==> src/rtl/video_timing_pkg.sv <==
// Shared types, default 480x272 timing and the timing validation rule
// for the video timing generator.
package video_timing_pkg;

  typedef enum logic [1:0] {IDLE, RUN, DRAIN} state_e;

  localparam int DEF_HA = 480;
  localparam int DEF_HB = 43;
  localparam int DEF_HF = 8;
  localparam int DEF_HS = 10;
  localparam int DEF_VA = 272;
  localparam int DEF_VB = 4;
  localparam int DEF_VF = 12;
  localparam int DEF_VS = 10;

  // A timing is usable when both axes have a non-empty sync and active
  // region, both totals fit their counters, and the line start leaves room
  // for the pixel request to lead DE by the look-ahead distance.
  function automatic logic timing_valid(
    input int unsigned ha, hb, hf, hs,
    input int unsigned va, vb, vf, vs,
    input int unsigned hw, vw, look_ahead
  );
    if (ha == 0 || hs == 0 || va == 0 || vs == 0) return 1'b0;
    if ((ha + hb + hf + hs) >= (32'd1 << hw)) return 1'b0;
    if ((va + vb + vf + vs) >= (32'd1 << vw)) return 1'b0;
    if ((hs + hb) < look_ahead) return 1'b0;
    return 1'b1;
  endfunction

endpackage

==> src/rtl/video_timing_gen_if.sv <==
// Configuration/status bus of the video timing generator.
//   iEnable, iH*/iV* timing fields, iUnderflowClr : driven by the CSR side
//   oBusy, oCfgErr, oUnderflow, oFrameCnt          : status back to the CSR side
interface video_timing_gen_if #(
  parameter int pHW  = 11,
  parameter int pVW  = 10,
  parameter int pFcW = 16
);
  logic            iEnable;
  logic [pHW-1:0]  iHA, iHB, iHF, iHS;
  logic [pVW-1:0]  iVA, iVB, iVF, iVS;
  logic            iUnderflowClr;
  logic            oBusy;
  logic            oCfgErr;
  logic            oUnderflow;
  logic [pFcW-1:0] oFrameCnt;

  modport master (
    output iEnable, iHA, iHB, iHF, iHS, iVA, iVB, iVF, iVS, iUnderflowClr,
    input  oBusy, oCfgErr, oUnderflow, oFrameCnt
  );

  modport slave (
    input  iEnable, iHA, iHB, iHF, iHS, iVA, iVB, iVF, iVS, iUnderflowClr,
    output oBusy, oCfgErr, oUnderflow, oFrameCnt
  );
endinterface

==> src/rtl/video_axis_counter.sv <==
// One timing axis: counts Sync, Back, Active, Front in that order.
//   clr/adv            : hold at zero / step by one (wraps after the last position)
//   *_len              : region lengths
//   cnt, wrap          : current position, position is the last of the axis
//   in_sync, in_active : position lies in the sync / active region
module video_axis_counter #(
  parameter int W = 11
) (
  input  logic         clk,
  input  logic         rst,
  input  logic         clr,
  input  logic         adv,
  input  logic [W-1:0] sync_len,
  input  logic [W-1:0] back_len,
  input  logic [W-1:0] act_len,
  input  logic [W-1:0] front_len,
  output logic [W-1:0] cnt,
  output logic         wrap,
  output logic         in_sync,
  output logic         in_active
);
  logic [W-1:0] cnt_q, cnt_d;
  logic [W-1:0] last_pos, act_start, act_end;

  always_comb begin
    last_pos  = sync_len + back_len + act_len + front_len - W'(1);
    act_start = sync_len + back_len;
    act_end   = act_start + act_len;
    wrap      = (cnt_q == last_pos);
    in_sync   = (cnt_q < sync_len);
    in_active = (cnt_q >= act_start) && (cnt_q < act_end);
    cnt_d     = cnt_q;
    if (clr)      cnt_d = '0;
    else if (adv) cnt_d = wrap ? '0 : cnt_q + W'(1);
  end

  always_ff @(posedge clk or posedge rst) begin
    if (rst) cnt_q <= '0;
    else     cnt_q <= cnt_d;
  end

  assign cnt = cnt_q;
endmodule

==> src/rtl/video_timing_gen.sv <==
// Programmable video timing generator (pixel clock domain).
//   iVCLK, iVRST : pixel clock, async active-high reset
//   cfg          : timing fields, enable, underflow clear, status
//   iPixVd       : FIFO pixel valid, checked while DE is active
//   oHS/oVS/oDE  : syncs and data enable at parameter polarity
//   oFE, oLS     : last clock of frame, first clock of line
//   oPixReq      : FIFO read request leading DE by pLookAhead
//   oHpos, oVpos : counter position the outputs describe
//
// state | meaning
// IDLE  | counters held at 0, outputs inactive, waiting for a valid enable
// RUN   | frames repeat; shadow timing reloaded at each frame wrap
// DRAIN | enable dropped mid-frame; finish the frame, then IDLE
module video_timing_gen
  import video_timing_pkg::*;
#(
  parameter int   pHW        = 11,
  parameter int   pVW        = 10,
  parameter int   pLookAhead = 2,
  parameter int   pFcW       = 16,
  parameter logic pHsPol     = 1'b0,
  parameter logic pVsPol     = 1'b0,
  parameter logic pDePol     = 1'b1
) (
  input  logic              iVCLK,
  input  logic              iVRST,
  video_timing_gen_if.slave cfg,
  input  logic              iPixVd,
  output logic              oHS,
  output logic              oVS,
  output logic              oDE,
  output logic              oFE,
  output logic              oLS,
  output logic              oPixReq,
  output logic [pHW-1:0]    oHpos,
  output logic [pVW-1:0]    oVpos
);
  state_e state_q, state_d;
  logic   running, frame_wrap, cfg_ok, load;

  logic [pHW-1:0] s_ha_q, s_hb_q, s_hf_q, s_hs_q;
  logic [pVW-1:0] s_va_q, s_vb_q, s_vf_q, s_vs_q;

  logic [pHW-1:0] hcnt, pr_start, pr_end;
  logic [pVW-1:0] vcnt;
  logic           h_wrap, h_sync, h_act, v_wrap, v_sync, v_act;

  logic hsync_q, vsync_q, de_q, fe_q, ls_q, preq_q, busy_q, cfg_err_q, uflow_q;
  logic hsync_d, vsync_d, de_d, fe_d, ls_d, preq_d, busy_d, cfg_err_d, uflow_d;
  logic [pHW-1:0]  hpos_q, hpos_d;
  logic [pVW-1:0]  vpos_q, vpos_d;
  logic [pFcW-1:0] fcnt_q, fcnt_d;

  video_axis_counter #(.W(pHW)) u_hcnt (
    .clk(iVCLK), .rst(iVRST), .clr(!running), .adv(running),
    .sync_len(s_hs_q), .back_len(s_hb_q), .act_len(s_ha_q), .front_len(s_hf_q),
    .cnt(hcnt), .wrap(h_wrap), .in_sync(h_sync), .in_active(h_act)
  );

  video_axis_counter #(.W(pVW)) u_vcnt (
    .clk(iVCLK), .rst(iVRST), .clr(!running), .adv(running && h_wrap),
    .sync_len(s_vs_q), .back_len(s_vb_q), .act_len(s_va_q), .front_len(s_vf_q),
    .cnt(vcnt), .wrap(v_wrap), .in_sync(v_sync), .in_active(v_act)
  );

  always_comb begin
    running    = (state_q != IDLE);
    frame_wrap = running && h_wrap && v_wrap;
    cfg_ok     = timing_valid(32'(cfg.iHA), 32'(cfg.iHB), 32'(cfg.iHF), 32'(cfg.iHS),
                              32'(cfg.iVA), 32'(cfg.iVB), 32'(cfg.iVF), 32'(cfg.iVS),
                              pHW, pVW, pLookAhead);
    state_d    = state_q;
    load       = 1'b0;
    cfg_err_d  = cfg_err_q;
    case (state_q)
      IDLE: begin
        if (cfg.iEnable) begin
          if (cfg_ok) begin
            load    = 1'b1;
            state_d = RUN;
          end else begin
            cfg_err_d = 1'b1;
          end
        end
      end
      default: begin
        if (frame_wrap) begin
          if (!cfg.iEnable) begin
            state_d = IDLE;
          end else begin
            state_d = RUN;
            if (cfg_ok) load = 1'b1;
            else        cfg_err_d = 1'b1;
          end
        end else begin
          state_d = cfg.iEnable ? RUN : DRAIN;
        end
      end
    endcase
    if (load) cfg_err_d = 1'b0;

    // Request window is the active window shifted left by the look-ahead;
    // validation guarantees HS+HB >= pLookAhead so the start cannot underflow.
    pr_start = s_hs_q + s_hb_q - pHW'(pLookAhead);
    pr_end   = pr_start + s_ha_q;

    hsync_d = running && h_sync;
    vsync_d = running && v_sync;
    de_d    = running && h_act && v_act;
    preq_d  = running && v_act && (hcnt >= pr_start) && (hcnt < pr_end);
    ls_d    = running && (hcnt == '0);
    fe_d    = frame_wrap;
    busy_d  = running;
    hpos_d  = hcnt;
    vpos_d  = vcnt;
    fcnt_d  = fe_d ? fcnt_q + pFcW'(1) : fcnt_q;
    uflow_d = (de_q && !iPixVd) || (uflow_q && !cfg.iUnderflowClr);
  end

  always_ff @(posedge iVCLK or posedge iVRST) begin
    if (iVRST) begin
      state_q   <= IDLE;
      s_ha_q    <= pHW'(DEF_HA);
      s_hb_q    <= pHW'(DEF_HB);
      s_hf_q    <= pHW'(DEF_HF);
      s_hs_q    <= pHW'(DEF_HS);
      s_va_q    <= pVW'(DEF_VA);
      s_vb_q    <= pVW'(DEF_VB);
      s_vf_q    <= pVW'(DEF_VF);
      s_vs_q    <= pVW'(DEF_VS);
      hsync_q   <= 1'b0;
      vsync_q   <= 1'b0;
      de_q      <= 1'b0;
      fe_q      <= 1'b0;
      ls_q      <= 1'b0;
      preq_q    <= 1'b0;
      busy_q    <= 1'b0;
      cfg_err_q <= 1'b0;
      uflow_q   <= 1'b0;
      hpos_q    <= '0;
      vpos_q    <= '0;
      fcnt_q    <= '0;
    end else begin
      state_q   <= state_d;
      if (load) begin
        s_ha_q <= cfg.iHA;
        s_hb_q <= cfg.iHB;
        s_hf_q <= cfg.iHF;
        s_hs_q <= cfg.iHS;
        s_va_q <= cfg.iVA;
        s_vb_q <= cfg.iVB;
        s_vf_q <= cfg.iVF;
        s_vs_q <= cfg.iVS;
      end
      hsync_q   <= hsync_d;
      vsync_q   <= vsync_d;
      de_q      <= de_d;
      fe_q      <= fe_d;
      ls_q      <= ls_d;
      preq_q    <= preq_d;
      busy_q    <= busy_d;
      cfg_err_q <= cfg_err_d;
      uflow_q   <= uflow_d;
      hpos_q    <= hpos_d;
      vpos_q    <= vpos_d;
      fcnt_q    <= fcnt_d;
    end
  end

  assign oHS            = hsync_q ? pHsPol : ~pHsPol;
  assign oVS            = vsync_q ? pVsPol : ~pVsPol;
  assign oDE            = de_q ? pDePol : ~pDePol;
  assign oFE            = fe_q;
  assign oLS            = ls_q;
  assign oPixReq        = preq_q;
  assign oHpos          = hpos_q;
  assign oVpos          = vpos_q;
  assign cfg.oBusy      = busy_q;
  assign cfg.oCfgErr    = cfg_err_q;
  assign cfg.oUnderflow = uflow_q;
  assign cfg.oFrameCnt  = fcnt_q;
endmodule
==> src/flat_wrapper.sv <==
// flat-port wrapper written by rule: the top's interface ports become plain ports
module video_timing_gen_flat import video_timing_pkg::*;
#(
  parameter int   pHW        = 11,
  parameter int   pVW        = 10,
  parameter int   pLookAhead = 2,
  parameter int   pFcW       = 16,
  parameter logic pHsPol     = 1'b0,
  parameter logic pVsPol     = 1'b0,
  parameter logic pDePol     = 1'b1
)
  (iVCLK, iVRST, iPixVd, oHS, oVS, oDE, oFE, oLS, oPixReq, oHpos, oVpos, cfg_iEnable, cfg_iHA, cfg_iHB, cfg_iHF, cfg_iHS, cfg_iVA, cfg_iVB, cfg_iVF, cfg_iVS, cfg_iUnderflowClr, cfg_oBusy, cfg_oCfgErr, cfg_oUnderflow, cfg_oFrameCnt);
  video_timing_gen_if #(.pHW(pHW), .pVW(pVW), .pFcW(pFcW)) cfg_i ();
  input  logic iVCLK;
  input  logic iVRST;
  input  logic iPixVd;
  output logic oHS;
  output logic oVS;
  output logic oDE;
  output logic oFE;
  output logic oLS;
  output logic oPixReq;
  output logic [pHW-1:0] oHpos;
  output logic [pVW-1:0] oVpos;
  input wire logic [$bits(cfg_i.iEnable)-1:0] cfg_iEnable;
  input wire logic [$bits(cfg_i.iHA)-1:0] cfg_iHA;
  input wire logic [$bits(cfg_i.iHB)-1:0] cfg_iHB;
  input wire logic [$bits(cfg_i.iHF)-1:0] cfg_iHF;
  input wire logic [$bits(cfg_i.iHS)-1:0] cfg_iHS;
  input wire logic [$bits(cfg_i.iVA)-1:0] cfg_iVA;
  input wire logic [$bits(cfg_i.iVB)-1:0] cfg_iVB;
  input wire logic [$bits(cfg_i.iVF)-1:0] cfg_iVF;
  input wire logic [$bits(cfg_i.iVS)-1:0] cfg_iVS;
  input wire logic [$bits(cfg_i.iUnderflowClr)-1:0] cfg_iUnderflowClr;
  output wire logic [$bits(cfg_i.oBusy)-1:0] cfg_oBusy;
  output wire logic [$bits(cfg_i.oCfgErr)-1:0] cfg_oCfgErr;
  output wire logic [$bits(cfg_i.oUnderflow)-1:0] cfg_oUnderflow;
  output wire logic [$bits(cfg_i.oFrameCnt)-1:0] cfg_oFrameCnt;
  assign cfg_i.iEnable = cfg_iEnable;
  assign cfg_i.iHA = cfg_iHA;
  assign cfg_i.iHB = cfg_iHB;
  assign cfg_i.iHF = cfg_iHF;
  assign cfg_i.iHS = cfg_iHS;
  assign cfg_i.iVA = cfg_iVA;
  assign cfg_i.iVB = cfg_iVB;
  assign cfg_i.iVF = cfg_iVF;
  assign cfg_i.iVS = cfg_iVS;
  assign cfg_i.iUnderflowClr = cfg_iUnderflowClr;
  assign cfg_oBusy = cfg_i.oBusy;
  assign cfg_oCfgErr = cfg_i.oCfgErr;
  assign cfg_oUnderflow = cfg_i.oUnderflow;
  assign cfg_oFrameCnt = cfg_i.oFrameCnt;
  video_timing_gen #(.pHW(pHW), .pVW(pVW), .pLookAhead(pLookAhead), .pFcW(pFcW), .pHsPol(pHsPol), .pVsPol(pVsPol), .pDePol(pDePol)) u_core (.iVCLK(iVCLK), .iVRST(iVRST), .cfg(cfg_i), .iPixVd(iPixVd), .oHS(oHS), .oVS(oVS), .oDE(oDE), .oFE(oFE), .oLS(oLS), .oPixReq(oPixReq), .oHpos(oHpos), .oVpos(oVpos));
endmodule
==> config.mk <==
export PLATFORM = sky130hd
export DESIGN_NAME = video_timing_gen_flat
export DESIGN_NICKNAME = d
export VERILOG_FILES = /design/src/rtl/video_timing_pkg.sv /design/src/rtl/video_timing_gen_if.sv /design/src/rtl/video_axis_counter.sv /design/src/rtl/video_timing_gen.sv /design/src/flat_wrapper.sv
export SDC_FILE = /design/constraint.sdc
export NUM_CORES = 1
export LEC_CHECK = 0
export CORE_UTILIZATION = 45
export CTS_CLUSTER_DIAMETER = 200
export DETAILED_ROUTE_END_ITERATION = 12
export PLACE_DENSITY = 0.64
export SYNTH_ARGS = -nofsm -noshare
export SYNTH_HDL_FRONTEND = slang
export SYNTH_HIERARCHICAL = 1
export SYNTH_SLANG_ARGS = --single-unit
==> constraint.sdc <==
create_clock -name iVCLK -period 17.13 [get_ports iVCLK]
set_input_delay 2.5695 -clock iVCLK [delete_from_list [all_inputs] [get_ports iVCLK]]
set_output_delay 2.5695 -clock iVCLK [all_outputs]
set_load 0.03 [all_outputs]
### Yosys cells after proc, flatten, opt, wreduce, memory -nomap -nowiden

Index checks and enable logic that the tools add are counted.
W data, S select, Z words.

* register bits: 153
* bits in latches: 0
* memory bits (writable): 0
* memory bits (read-only): 0
* input port bits: 89
* output and inout port bits: 46
* logic and storage cells: 129
* memories: 0

* add/sub/neg operators: 20
* $mul: 0
* divide/modulo/power cells: 0
* magnitude comparators: 11
* equal/unequal tests: 5
* shift operators: 0
* muxes and demuxes: 41
* bitwise operators: 0
* reductions and logical operators: 29

Operator list (count)
* $add A32 B10 Y32: 2
* $add A32 B11 Y32: 2
* $add A11 B11 Y11: 4
* $logic_not A11 Y1: 3
* $lt A11 B11 Y1: 3
* $ge A32 B11 Y1 const B: 1
* $ge A32 B12 Y1 const B: 1
* $lt A32 B2 Y1 const B: 1
* $mux W1: 31
* $add A10 B10 Y10: 3
* $mux W10: 3
* $add A11 B11 Y12: 2
* $ge A11 B11 Y1: 2
* $mux W11: 2
* $logic_not A10 Y1: 2
* $lt A10 B10 Y1: 2
* $add A16 B1 Y16 const B: 1
* $logic_and A1 B1 Y1: 14
* $add A10 B10 Y11: 1
* $add A11 B1 Y11 const B: 1
* $eq A11 B11 Y1: 1
* $sub A11 B1 Y11 const B: 1
* $sub A11 B2 Y11 const B: 1
* $add A10 B1 Y10 const B: 1
* 12 further kinds: 21

### Longest topological paths before layout

* word-level depth: 20
* depth in mapped cells: 29
* gate-level depth less buffers: 28

### Cells and area by module

Netlist, hierarchy kept.

Modules (own cells, without submodules)
* video_timing_gen: times used 1, cells each 712, area each 8333.0 um^2, sequential area each 3325.7 um^2
* video_axis_counter at u_core.u_hcnt: times used 1, cells each 346, area each 2879.0 um^2, sequential area each 275.3 um^2
* video_axis_counter at u_core.u_vcnt: times used 1, cells each 339, area each 2675.1 um^2, sequential area each 250.2 um^2

### Worst setup path after synthesis

No wires, ideal clock.

* path kind: reg2reg
* start: reg u_core.s_hb_q[0]
* end: reg u_core.s_ha_q[9]
* library setup time: 0.127 ns
* data arrival time: 5.685 ns
* data required time: 17.003 ns
* setup slack: 11.317 ns
* stages on the path, launching flop included: 30
* path buffers: 3
* clock period less this slack: 5.813 ns
* cells stage by stage: dfstp_2 > ha_1 > inv_1 > fa_1 > inv_1 > ha_1 > a21o_1 > a21oi_1 > o21bai_1 > a21oi_1 > o21bai_1 > a21oi_1 > xnor2_1 > ha_1 > inv_1 > ha_1 > a2111oi_0 > o31ai_1 > a31o_2 > a21oi_1 > xnor2_1 > xor3_1 > nor2_1 > and3_1 > clkbuf_1 > o21a_1 > nand3_2 > buf_6 > buf_6 > mux2_1

* longest elaborated chain between the ends: 9

RTL lines
* start, declared: line video_timing_gen.sv:41 `logic [pHW-1:0] s_ha_q, s_hb_q, s_hf_q, s_hs_q;`
* start signal, assigned: line video_timing_gen.sv:124 `s_hb_q <= pHW'(DEF_HB);`
* start signal, assigned: line video_timing_gen.sv:147 `s_hb_q <= cfg.iHB;`
* $add A11 B11 Y11 (3 in series): line video_axis_counter.sv:26 `last_pos = sync_len + back_len + act_len + front_len - W'(1);`
* $sub A11 B1 Y11: line video_axis_counter.sv:26
* $eq A11 B11 Y1: line video_axis_counter.sv:29 `wrap = (cnt_q == last_pos);`
* named net u_core.h_wrap: line video_timing_gen.sv:46 `logic h_wrap, h_sync, h_act, v_wrap, v_sync, v_act;`
* $logic_and A1 B1 Y1 (2 in series): line video_timing_gen.sv:68 `frame_wrap = running && h_wrap && v_wrap;`
* named net u_core.fe_d: line video_timing_gen.sv:49 `logic hsync_d, vsync_d, de_d, fe_d, ls_d, preq_d, busy_d, cfg_err_d, uflow_d;`
* $mux W1: line video_timing_gen.sv:87 `if (frame_wrap) begin`
* $mux W1: line video_timing_gen.sv:75 `case (state_q)`
* end signal, assigned: line video_timing_gen.sv:123 `s_ha_q <= pHW'(DEF_HA);`
* end signal, assigned: line video_timing_gen.sv:146 `s_ha_q <= cfg.iHA;`
* end, declared: line video_timing_gen.sv:41

The timed path passes the listed nets, and every way through them passes these cells.
A chain may end at the register's enable or synchronous reset.

### Worst setup path in the final report

* start: reg u_core.s_hb_q[0]
* end: reg u_core.s_hs_q[0]

* longest elaborated chain between the ends: 9

RTL lines
* $add A11 B11 Y11 (3 in series): line video_axis_counter.sv:26
* $sub A11 B1 Y11: line video_axis_counter.sv:26
* $eq A11 B11 Y1: line video_axis_counter.sv:29
* named net u_core.h_wrap: line video_timing_gen.sv:46
* $logic_and A1 B1 Y1 (2 in series): line video_timing_gen.sv:68
* $mux W1: line video_timing_gen.sv:87
* $mux W1: line video_timing_gen.sv:75
* end signal, assigned: line video_timing_gen.sv:126 `s_hs_q <= pHW'(DEF_HS);`
* end signal, assigned: line video_timing_gen.sv:149 `s_hs_q <= cfg.iHS;`
* end, declared: line video_timing_gen.sv:41

The timed path passes the listed nets, and every way through them passes these cells.

==> results.txt <==
----------------------------------------------------
[Clocking]
  TritonCTS buffer count ... 17
  Clock network latency to the later pin of the worst-skew pair ... 0.43 ns
  Number of levels the H-tree was split into ... 4
  CTS Root Cell ... clkbuf_16
  Resize count post-CTS ... 0
  CTS tree ... built
  Total of hold buffers inserted after clock tree synthesis ... 0
  CTS clock-pin slew for the worst setup and hold paths ... 0.07 ns
  Number of buffers on the longest clock path ... 2
  Clock sinks ... 153
  # Post-CTS Setup Buffers ... 0

[Timing]
  Fin worst setup slack ... 9.91 ns
  Hold violation count in the final report ... 0
  Setup repair after global routing missed its margin ... false
  Number of setup violations in the final report ... 0
  Post-route minimum period ... 7.22 ns
  Transition time of the tightest slew-check pin ... 0.737 ns
  Post-route setup TNS ... 0 ns
  Slew HR ... 50.7%
  Max Clock Skew ... 0.0113 ns
  Post-route clock period utilization ... 42.1%
  Max-slew violation count ... 0
  Max Freq ... 139 MHz

[Synthesis]
  Synthesis Warnings ... 6
  Distinct cell type count of the synthesized netlist ... 82
  Main synth FF type ... dfrtp_1
  Number of flops mapped to enable cells by yosys ... 0
  Syn Std Cell Area ... 13,900 um^2
  Number of nets produced by synthesis ... 1,750
  Post-synthesis sequential element count ... 153
  Share of flip-flops with an asynchronous set or reset ... 100%
  Share of the yosys chip area belonging to registers ... 27.7%
  Gate Count Post-Synth ... 1,397
  Post-Syn Area per Cell ... 9.94 um^2

[Floorplanning]
  Core area ... 30,000 um^2
  Area enclosed by the die boundary ... 31,600 um^2
  # IOs ... 135
  Height of the die ... 178 um
  Horizontal die dimension ... 178 um
  Initial cell density of the core ... 46.2%
  Standard-cell row count ... 63

[GRT]
  Global-route wire length before repair ... 54,200 um
  Initial antenna violation count ... 0
  Via count of the first global-routing pass ... 10,600
  Grt total ovfl ... 0
  GRT Overall Usage ... 22.3%
  Largest net degree at the start of global routing ... 82

[Run]
  Number of maximum-capacitance violations ... 0

[Drt]
  Final routed wirelength across all metal layers ... 33,300 um
  Iteration-0 DRC count of the detailed router ... 575
  Count of TritonRoute iterations in the first routing pass ... 5
  DRC violations left ... 0
  ANT nets after route ... 0
  Routed vias/inst ... 5.32
  Total via count after detailed routing ... 10,300
  Routed length per instance ... 17.2 um

[Layout]
  Area of the multi-input gates ... 9110 um^2
  Number of nets in the final layout ... 1,890
  Most used cells in the layout excluding fill and tap cells ... 213 x ha_1, 212 x inv_1, 135 x dfrtp_1, 134 x clkdlybuf4s50_1, 68 x xnor2_1
  Ant diodes ... 0
  Most common cell after layout, fill and taps aside ... ha_1
  Number of fill cells ... 2,720
  Post-route standard cell area excluding fillers ... 16,200 um^2
  Synth-to-layout area growth ... 16.7%
  Share of cells above drive strength 1 ... 8.26%
  Register Area ... 3850 um^2

[Placed design]
  Total placed instance area ... 15,600 um^2
  PortBufs ... 134
  Routability congestion estimate ... 0.885
  Setup WS pre-CTS ... 9.62 ns
  Post-DP HPWL ... 27,500 um

[Outcome]
  Run status ... finished clean

[Setup path]
  Maximum fanout along the worst path ... 45
  CP Class ... flip-flop to flip-flop
  Launch point of the worst reg-to-reg path ... u_core/s_hb_q[0]
  Number of cells on the worst reg-to-reg path ... 27
  Worst reg-to-reg setup slack ... 9.91 ns
  Terminus of the critical flop-to-flop path ... u_core/s_hs_q[0]
  Worst EP arrival ... 7.53 ns
  Data required, critical path ... 17.45 ns
  Sort of element at the end of the critical path ... flip-flop
  Category of the worst setup path launch point ... flip-flop

[Worst hold path]
  Hold-critical path endpoint ... u_core/cfg.oFrameCnt[15]
  Kind of path behind the tightest hold check ... flip-flop to flip-flop
  Worst Min Path Start ... u_core/cfg.oFrameCnt[15]
  Number of cells on the worst hold path ... 1

----------------------------------------------------
[worst max-delay path, stage by stage (launching register included)]
cell and delay [ns]:
dfstp_2 0.55, ha_1 0.16, inv_1 0.05, fa_1 0.57, inv_1 0.06, ha_1 0.27
a21o_1 0.16, a21oi_1 0.22, o21bai_1 0.09, a21oi_1 0.23, o21bai_1 0.09, a21oi_1 0.22
xnor2_1 0.12, ha_1 0.29, inv_1 0.04, ha_1 0.21, a2111oi_0 0.39, o31ai_1 0.16
a31o_2 0.26, a21oi_1 0.17, xnor2_1 0.14, xor3_1 0.26, nor2_1 0.18, and3_1 0.47
o21a_1 0.26, nand3_4 0.50, buf_4 0.54, mux2_1 0.39
[layout make-up]
type | count | area share [%]
multi-input combinational | 1016 | 56.3
sequential | 153 | 23.8
timing repair buffer | 136 | 8.37
clock buffer | 17 | 2.63
clock inverter | 15 | 0.996
inverter | 213 | 4.97
tap | 390 | 3.01
[synthesized netlist by cell type, types with 6 or more instances]
master     number  area (um^2)
a2111oi_0       7         61.3
o21ai_0        52          260
and3_1         17          106
xor2_1         41          359
a21o_1         48          360
a211oi_1       11         82.6
inv_1         213          800
a21boi_0        6         45.0
mux2_1         45          507
nor2b_1        10         62.6
o21a_1         10         75.1
and2_1          6         37.5
o21bai_1       15          113
fa_1           51         1020
nand2b_1       30          188
xnor2_1        68          596
dfstp_2        18          473
nand2_1        63          236
nand3_1        32          160
nand4_1         9         56.3
a31oi_1         6         37.5
a21oi_1        65          325
nor3_1         17         85.1
or2_2           7         43.8
dfrtp_1       135         3380
ha_1          213         2670
mux2_2         37          417
nor2_1         37          139
nor4_1         14         87.6
o211ai_1       10         75.1
o2bb2ai_2       8          120
mux2i_1         8         80.1
[how the worst max path moves through the flow]
| stage | startpoint | endpoint | slack [ns] | cells past startpoint |
|---|---|---|---|---|
| floorplan | iVRST | u_core/cfg.oBusy | 11.06 | 1 |
| global placement | cfg_iHA[8] | u_core/s_hs_q[0] | 9.78 | 15 |
| detailed placement | cfg_iHA[8] | u_core/s_hs_q[0] | 9.62 | 15 |
| CTS | u_core/s_hb_q[0] | u_core/s_hs_q[0] | 9.96 | 27 |
| global route | u_core/s_hb_q[0] | u_core/s_hs_q[5] | 9.47 | 27 |
| finish | u_core/s_hb_q[0] | u_core/s_hs_q[0] | 9.91 | 27 |
[flip-flops by register name, indices dropped and copies added (netlist names), 2 cells and up]
name                  cells
u_core/cfg.oFrameCnt     16
u_core/oHpos             11
u_core/oVpos             10
u_core/s_ha_q            11
u_core/s_hb_q            11
u_core/s_hf_q            11
u_core/s_hs_q            11
u_core/s_va_q            10
u_core/s_vb_q            10
u_core/s_vf_q            10
u_core/s_vs_q            10
u_core/state_q            2
u_core/u_hcnt/cnt        11
u_core/u_vcnt/cnt        10
[kinds of logic after synthesis]
family | Yosys count | synth area share [%]
AOI/OAI and AO/OA | 282 | 14.1
xor gates and xnor gates | 113 | 7.44
adders and majority gates | 265 | 26.6
buffers and inverters | 228 | 6.69
DFF | 153 | 27.7
muxes | 90 | 7.23
and+or+nand+nor | 266 | 10.2
[per-stage QoR]
step | cells | hold slack (ns) | utilization [%]
2_1_floorplan | 1397 | 0.401 | -
3_3_place_gp | 1908 | 0.467 | 52.0
3_5_place_dp | 1908 | 0.469 | 52.0
4_1_cts | 1940 | 0.484 | 53.9
5_1_grt | 1940 | 0.517 | 53.9
6_report | 1940 | 0.480 | 53.9
[routing by layer]
metal / track usage [%] / wire (um)
met3: 2.96 / 1060
met5: 0 / 0
met2: 35.1 / 14800
met1: 31.8 / 16800
met4: 6.80 / 615
Power is left out: the tool's default activity adds up to more than one toggle a clock period on the data nets, which glitch-free logic cannot reach.
